==> src/rtl/chnl_tx_arb.sv <==
// rtl/chnl_tx_arb.sv - burst-granular round-robin arbiter sharing one chnl_tx stream
// A win costs one idle bubble; the holder then owns the stream until BURST beats, i_last or timeout.
module chnl_tx_arb #(
  parameter int N        = 4,
  parameter int TX_WIDTH = 32,
  parameter int BURST    = 8,
  parameter int TIMEOUT  = 64,
  parameter int SW       = 2
) (
  input  logic                  clk,
  input  logic                  rst_n,
  input  logic [N-1:0]          i_val,
  output logic [N-1:0]          i_rdy,
  input  logic [N-1:0]          i_last,
  input  logic [N*TX_WIDTH-1:0] i_data,
  output logic                  o_val,
  input  logic                  o_rdy,
  output logic [TX_WIDTH-1:0]   o_data,
  output logic [SW-1:0]         o_src,
  output logic                  o_busy,
  output logic                  o_abort
);
  localparam int BCW = $clog2(BURST) + 1;
  localparam int ICW = (TIMEOUT > 0) ? $clog2(TIMEOUT + 1) : 1;
  localparam logic [BCW-1:0] BEAT_LAST = BCW'(BURST - 1);
  localparam logic [ICW-1:0] IDLE_MAX  = ICW'(TIMEOUT);

  typedef enum logic {S_IDLE, S_GRANT} state_t;

  state_t        state_q, state_d;
  logic [SW-1:0] src_q, src_d;
  logic [SW-1:0] ptr_q, ptr_d;
  logic [BCW-1:0] beat_q, beat_d;
  logic [ICW-1:0] idle_q, idle_d;

  logic                win_found;
  logic [SW-1:0]       win_idx;
  logic [SW-1:0]       cand;
  logic                g_val;
  logic                g_last;
  logic [TX_WIDTH-1:0] g_data;
  logic                timeout_hit;

  assign g_val       = i_val[src_q];
  assign g_last      = i_last[src_q];
  assign g_data      = i_data[int'(src_q) * TX_WIDTH +: TX_WIDTH];
  assign timeout_hit = (TIMEOUT != 0) && (idle_q == IDLE_MAX);
  assign o_src       = src_q;

  // Search starts just after the last winner, so a releasing source ranks last.
  always_comb begin
    win_found = 1'b0;
    win_idx   = '0;
    cand      = '0;
    for (int i = 1; i <= N; i++) begin
      cand = SW'((int'(ptr_q) + i) % N);
      if (!win_found && i_val[cand]) begin
        win_found = 1'b1;
        win_idx   = cand;
      end
    end
  end

  always_comb begin
    state_d = state_q;
    src_d   = src_q;
    ptr_d   = ptr_q;
    beat_d  = beat_q;
    idle_d  = idle_q;
    i_rdy   = '0;
    o_val   = 1'b0;
    o_data  = '0;
    o_busy  = 1'b0;
    o_abort = 1'b0;
    unique case (state_q)
      S_IDLE: begin
        if (win_found) begin
          src_d   = win_idx;
          ptr_d   = win_idx;
          beat_d  = '0;
          idle_d  = '0;
          state_d = S_GRANT;
        end
      end
      S_GRANT: begin
        if (timeout_hit) begin
          // Forced release: the stream stays closed this cycle.
          o_abort = 1'b1;
          state_d = S_IDLE;
        end else begin
          o_busy       = 1'b1;
          o_val        = g_val;
          o_data       = g_data;
          i_rdy[src_q] = o_rdy;
          if (g_val && o_rdy) begin
            beat_d = beat_q + 1'b1;
            idle_d = '0;
            if ((beat_q == BEAT_LAST) || g_last) begin
              state_d = S_IDLE;
            end
          end else if (!g_val && (TIMEOUT != 0) && (idle_q != IDLE_MAX)) begin
            idle_d = idle_q + 1'b1;
          end
        end
      end
    endcase
  end

  always_ff @(posedge clk or negedge rst_n) begin
    if (!rst_n) begin
      state_q <= S_IDLE;
      src_q   <= '0;
      ptr_q   <= SW'(N - 1);
      beat_q  <= '0;
      idle_q  <= '0;
    end else begin
      state_q <= state_d;
      src_q   <= src_d;
      ptr_q   <= ptr_d;
      beat_q  <= beat_d;
      idle_q  <= idle_d;
    end
  end

endmodule

==> config.mk <==
export PLATFORM = sky130hd
export DESIGN_NAME = chnl_tx_arb
export DESIGN_NICKNAME = d
export VERILOG_FILES = /design/src/rtl/chnl_tx_arb.sv
export SDC_FILE = /design/constraint.sdc
export NUM_CORES = 1
export LEC_CHECK = 0
export CORE_AREA = 2 2 80 82
export DETAILED_ROUTE_END_ITERATION = 6
export DIE_AREA = 0 0 82 84
export PLACE_DENSITY = 0.95
export RECOVER_POWER = 100
export SLEW_MARGIN = 25
export SYNTH_ARGS = -nofsm -noshare
export SYNTH_HDL_FRONTEND = slang
export SYNTH_SLANG_ARGS = --single-unit
==> constraint.sdc <==
create_clock -name clk -period 4.8 [get_ports clk]
set_input_delay 0.96 -clock clk [delete_from_list [all_inputs] [get_ports clk]]
set_output_delay 0.96 -clock clk [all_outputs]
set_load 0.005 [all_outputs]
[Word-level counts from Yosys, hierarchy flattened]
Cells that the tools add are included.
W data, S select, Z words.
Storage, ports and cells
  register bits after elaboration: 16
  bits of input ports: 139
  output and inout bits: 41
  word-level logic and storage cells: 87
Operators by class
  $add $sub $neg: 6
  magnitude comparators: 6
  equal/unequal tests: 7
  shift-type cells: 1
  mux-type cells: 46
  bitwise logic cells: 2
  reductions and logical operators: 14
Operators with widths (number)
  $shiftx A128 B8 Y32: 1
  $mux W32: 2
  $mux W7: 4
  $mux W1: 21
  $mux W4: 5
  $lt A2 B3 Y1 const B: 5
  $pmux W7 S2: 1
  $bmux W1 S2: 6
  $mux W2: 4
  $pmux W4 S2: 1
  $add A7 B1 Y7 const B: 1
  $eq A7 B7 Y1 const B: 1
  $ne A7 B7 Y1 const B: 1
  $logic_and A1 B1 Y1: 6
  $reduce_and A3 Y1: 2
  $add A2 B1 Y2 const B: 2
  $add A2 B2 Y2 const B: 2
  $add A4 B1 Y4 const B: 1
  $and A4 B4 Y4: 1
  $eq A4 B3 Y1 const B: 1
  $logic_not A1 Y1: 4
  $ne A2 B2 Y1 const B: 2
  $ne A3 B1 Y1 const B: 1
  $demux W1 S2: 1
  6 further kinds: 6

[Longest topological paths before layout]
  word-level depth: 15
  gate-level depth with buffers: 8
  depth with buffers taken out: 7

[Least setup slack after synthesis]
No wires, ideal clock.
  path type: input to output
  start point: in i_val[3]
  end point: out o_val
  arrival time: 1756 ps
  data required time: 3840 ps
  slack: 2084 ps
  stages on the path: 3
  buffers on the path: 1
  path through: mux4_2 buf_6 and2_1
Between the ends
  word-level cells in the longest chain between the ends: 4
RTL lines
  start, declared: line 12  | input logic [N-1:0] i_val,
  $bmux W1 S2: line 44  | assign g_val = i_val[src_q];
  $mux W1 (implied by the code): line 44
  $mux W1: line 86  | if (timeout_hit) begin
  $mux W1: line 75  | unique case (state_q)
  end, declared: line 16  | output logic o_val,
No other way between the ends. The select of a mux whose other input is x is not followed.

[Worst setup path in the final report]
  start point: reg idle_q[0]
  end point: out i_rdy[2]
Between the ends
  word-level cells in the longest chain between the ends: 3
RTL lines
  start, declared: line 34  | logic [ICW-1:0] idle_q, idle_d;
  start signal, assigned: line 121  | idle_q <= idle_d;
  $eq A7 B7 Y1: line 47  | assign timeout_hit = (TIMEOUT != 0) && (idle_q == IDLE_MAX);
  $mux W4: line 86
  $mux W4: line 75
  end, declared: line 13  | output logic [N-1:0] i_rdy,
No other way between the ends.

==> results.py <==
metrics = {
    "synth": {
        "ys.flop_type": "dfrtp_1",
        "synth_edf_count": 0,
        "synth-seq-cells": 16,
        "synthArstFlopShare_pct": 100.0,
        "synth_area_leader_cell": "mux4_2",
        "synth_area_leaders": "mux4_2, dfrtp_1, and2_1",
        "netlist_area_mm2": 0.002054,
        "synth_warnings": 0,
        "yosysMostFrequentCell": "and2_1",
        "synth_nets": 326,
        "ys_seq_area_share_pct": 19.61,
        "synthCells": 184,
        "synthTopCellsByCount": "and2_1, mux4_2, dfrtp_1, nand2_1, inv_1",
        "syn_area_per_cell_um2": 11.17,
        "ys_types": 51,
        "synth_top_area_share_pct": 37.27,
    },
    "critical_path": {
        "critPathKind": "register to output port",
        "crit_required_ps": 3840,
        "setup.worst_path.start_class": "register",
        "critPathMostFrequentCell": "inv_1",
        "end_kind": "output port",
        "slowest_stage": "inv_1",
        "reg2reg_slack_ps": 2170,
        "cp_slowest_stage_delay_ps": 810,
        "crit_arrival_ps": 3110,
        "path_max_fanout": 39,
        "crit_chain": "inv_1 > ha_1 > nand4bb_1 > o21ai_2 > inv_1 > nand2_1 > nor3b_1 > dlygate4sd3_1",
    },
    "clocking": {
        "hold_buffers": 0,
        "cts_htree_levels": 1,
        "cts-root-buf": "clkbuf_8",
        "postCtsSetupBuffers": 0,
        "post_cts_resized": 0,
        "cts_tree": "yes",
        "clk_pin_slew_worst_paths_ps": 60,
        "cts_buffer_depth": 2,
        "cts.sinks": 16,
        "clk-insertion-delay-late_ps": 240,
        "cts-buffers-inserted": 3,
    },
    "sta": {
        "hold_ws_ps": 485.5,
        "fin_crit_ps": 4075,
        "finalClockSkew_ps": 0.8747,
        "setup_viol": 0,
        "hold_violations": 0,
        "rsz0062_at_grt": "false",
        "fmax_mhz": 245.4,
        "relSlewSlack_pct": 29.19,
        "worstMarginPinSlew_ps": 1061,
        "setup_tns_ps": 0,
        "period_share_pct": 84.89,
        "drv_slew": 0,
    },
    "placement": {
        "place.gp.congestion": 0.8437,
        "dp_hpwl_mm": 7.011,
        "port_buffers": 179,
    },
    "detailed_routing": {
        "vias_per_cell": 5.436,
        "route.detailed.drc": 0,
        "drt_iter0_markers": 71,
        "drt-wirelength-per-cell_um": 19.88,
        "ant_nets": 0,
        "first_pass_iters": 4,
        "vias": 2354,
        "drt_wl_total_mm": 8.608,
    },
    "pwr": {
        "powerDensity_mw_per_mm2": 432.6,
        "leakage_nw": 1.483,
        "ir_worst_vdd_v": 0.0003508,
    },
    "final_layout": {
        "area_growth_pct": 91.23,
        "layout.nets": 499,
        "antenna_cells": 0,
        "drive_above_1_share_pct": 13.76,
        "fillers": 473,
    },
    "run_status": {
        "outcome": "finished, final reports clean",
    },
    "floorplan": {
        "core_mm2": 0.006096,
        "die_h_um": 84,
        "rows": 29,
        "initial_utilization_pct": 33.70,
        "die_w_um": 82,
        "die-area_mm2": 0.006888,
        "ioPinCount": 180,
    },
    "flow_run": {
        "cap_violations": 0,
    },
    "global_route": {
        "antenna_found_initial": 0,
        "track_usage_pct": 24.14,
        "grt_max_degree": 40,
        "grt_pass1_wl_mm": 12.83,
        "grt_pass1_vias": 2548,
        "grt_overflow": 0,
    },
    "worst_hold_path": {
        "hold_class": "register to register",
    },
}
-- state kept, by name, summed over array words and instances, names as in the netlist --
signal,cells
idle_q,7
beat_q,4
o_src,2
ptr_q,2
state_q,1
-- where the power goes --
group / switching [mW] / leakage (nW) / internal (mW)
sequential: 0.131 / 0.199 / 0.189
clock: 0.0427 / 0.0288 / 0.0727
combinational: 0.460 / 1.26 / 0.804
-- final cells by class --
class / count / area (µm²) / share of cell area (%)
Clock buffer: 4 / 55.05 / 1.401
Tap cell: 77 / 96.34 / 2.452
Multi-Input combinational cell: 147 / 1536 / 39.11
Inverter: 8 / 30.03 / 0.7643
Sequential cell: 16 / 404.1 / 10.29
Timing Repair Buffer: 181 / 1807 / 45.99
-- final timing paths --
path / cells past startpoint / startpoint / to
worst max register to register: 4 / o_src[1]$_DFFE_PN0P_ / idle_q[6]$_DFFE_PN0P_
worst min register to register: 1 / beat_q[3]$_DFFE_PN0P_ / beat_q[3]$_DFFE_PN0P_
worst min-delay path: 1 / beat_q[3]$_DFFE_PN0P_ / beat_q[3]$_DFFE_PN0P_
max in group asynchronous: 1 / rst_n / o_src[0]$_DFFE_PN0P_
min in group asynchronous: 1 / rst_n / idle_q[5]$_DFFE_PN0P_
worst max-delay path: 8 / idle_q[0]$_DFFE_PN0P_ / i_rdy[2]
-- placed cells by master, fill, tap and decap left out, types with 3 or more instances in the layout --
master	synthesis	final
clkdlybuf4s50_1	0	166
clkbuf_8	0	4
mux4_2	34	34
nand2_1	8	10
ha_1	3	3
nor3b_1	3	3
and2_0	0	24
nor4_1	3	3
nor2b_1	3	3
o211ai_1	4	4
nor2_1	4	4
nand3_1	3	3
dlygate4sd3_1	0	13
dfrtp_1	14	13
and2_1	35	11
a221o_1	4	4
a21oi_1	2	3
inv_1	7	8
o21ai_0	4	4
-- kinds of logic after synthesis --
logic type,after synthesis,share of synthesized area [%]
flops,16,19.61
fa+ha+maj,3,1.827
buf+inv,21,4.750
simple gates,78,23.57
compound gates,29,11.45
mux,37,38.79
-- worst max-delay path, delay by kind of cell (launching register included) --
family                   cells  cell delay (ps)
adder cells (fa/ha/maj)      1              200
buffers and inverters        3             1490
flip-flops                   1              370
AND/OR/NAND/NOR              3              650
AO/OA/AOI/OAI                1              160
-- stage by stage --
step	util (%)	worst slack (ps)	power (mW)	std cells	area, µm²
2_1_floorplan	-	2084	0.9997	184	2054
3_3_place_gp	63.83	1079	1.583	429	3891
3_5_place_dp	63.83	1033	1.620	429	3891
4_1_cts	64.74	1041	1.744	433	3946
5_1_grt	64.45	465.0	1.810	433	3929
6_report	64.45	725.3	1.700	433	3929
-- routing by layer --
layer | global-route usage [%] | share of wire, % | vias up
li1 | - | - | 1069
met1 | 26.35 | 35 | 1145
met2 | 41.98 | 50 | 112
met3 | 8.225 | 11 | 28
met4 | 9.394 | 3.6 | 0
met5 | 0 | 0 | -
(Power assumes the default switching activity.)
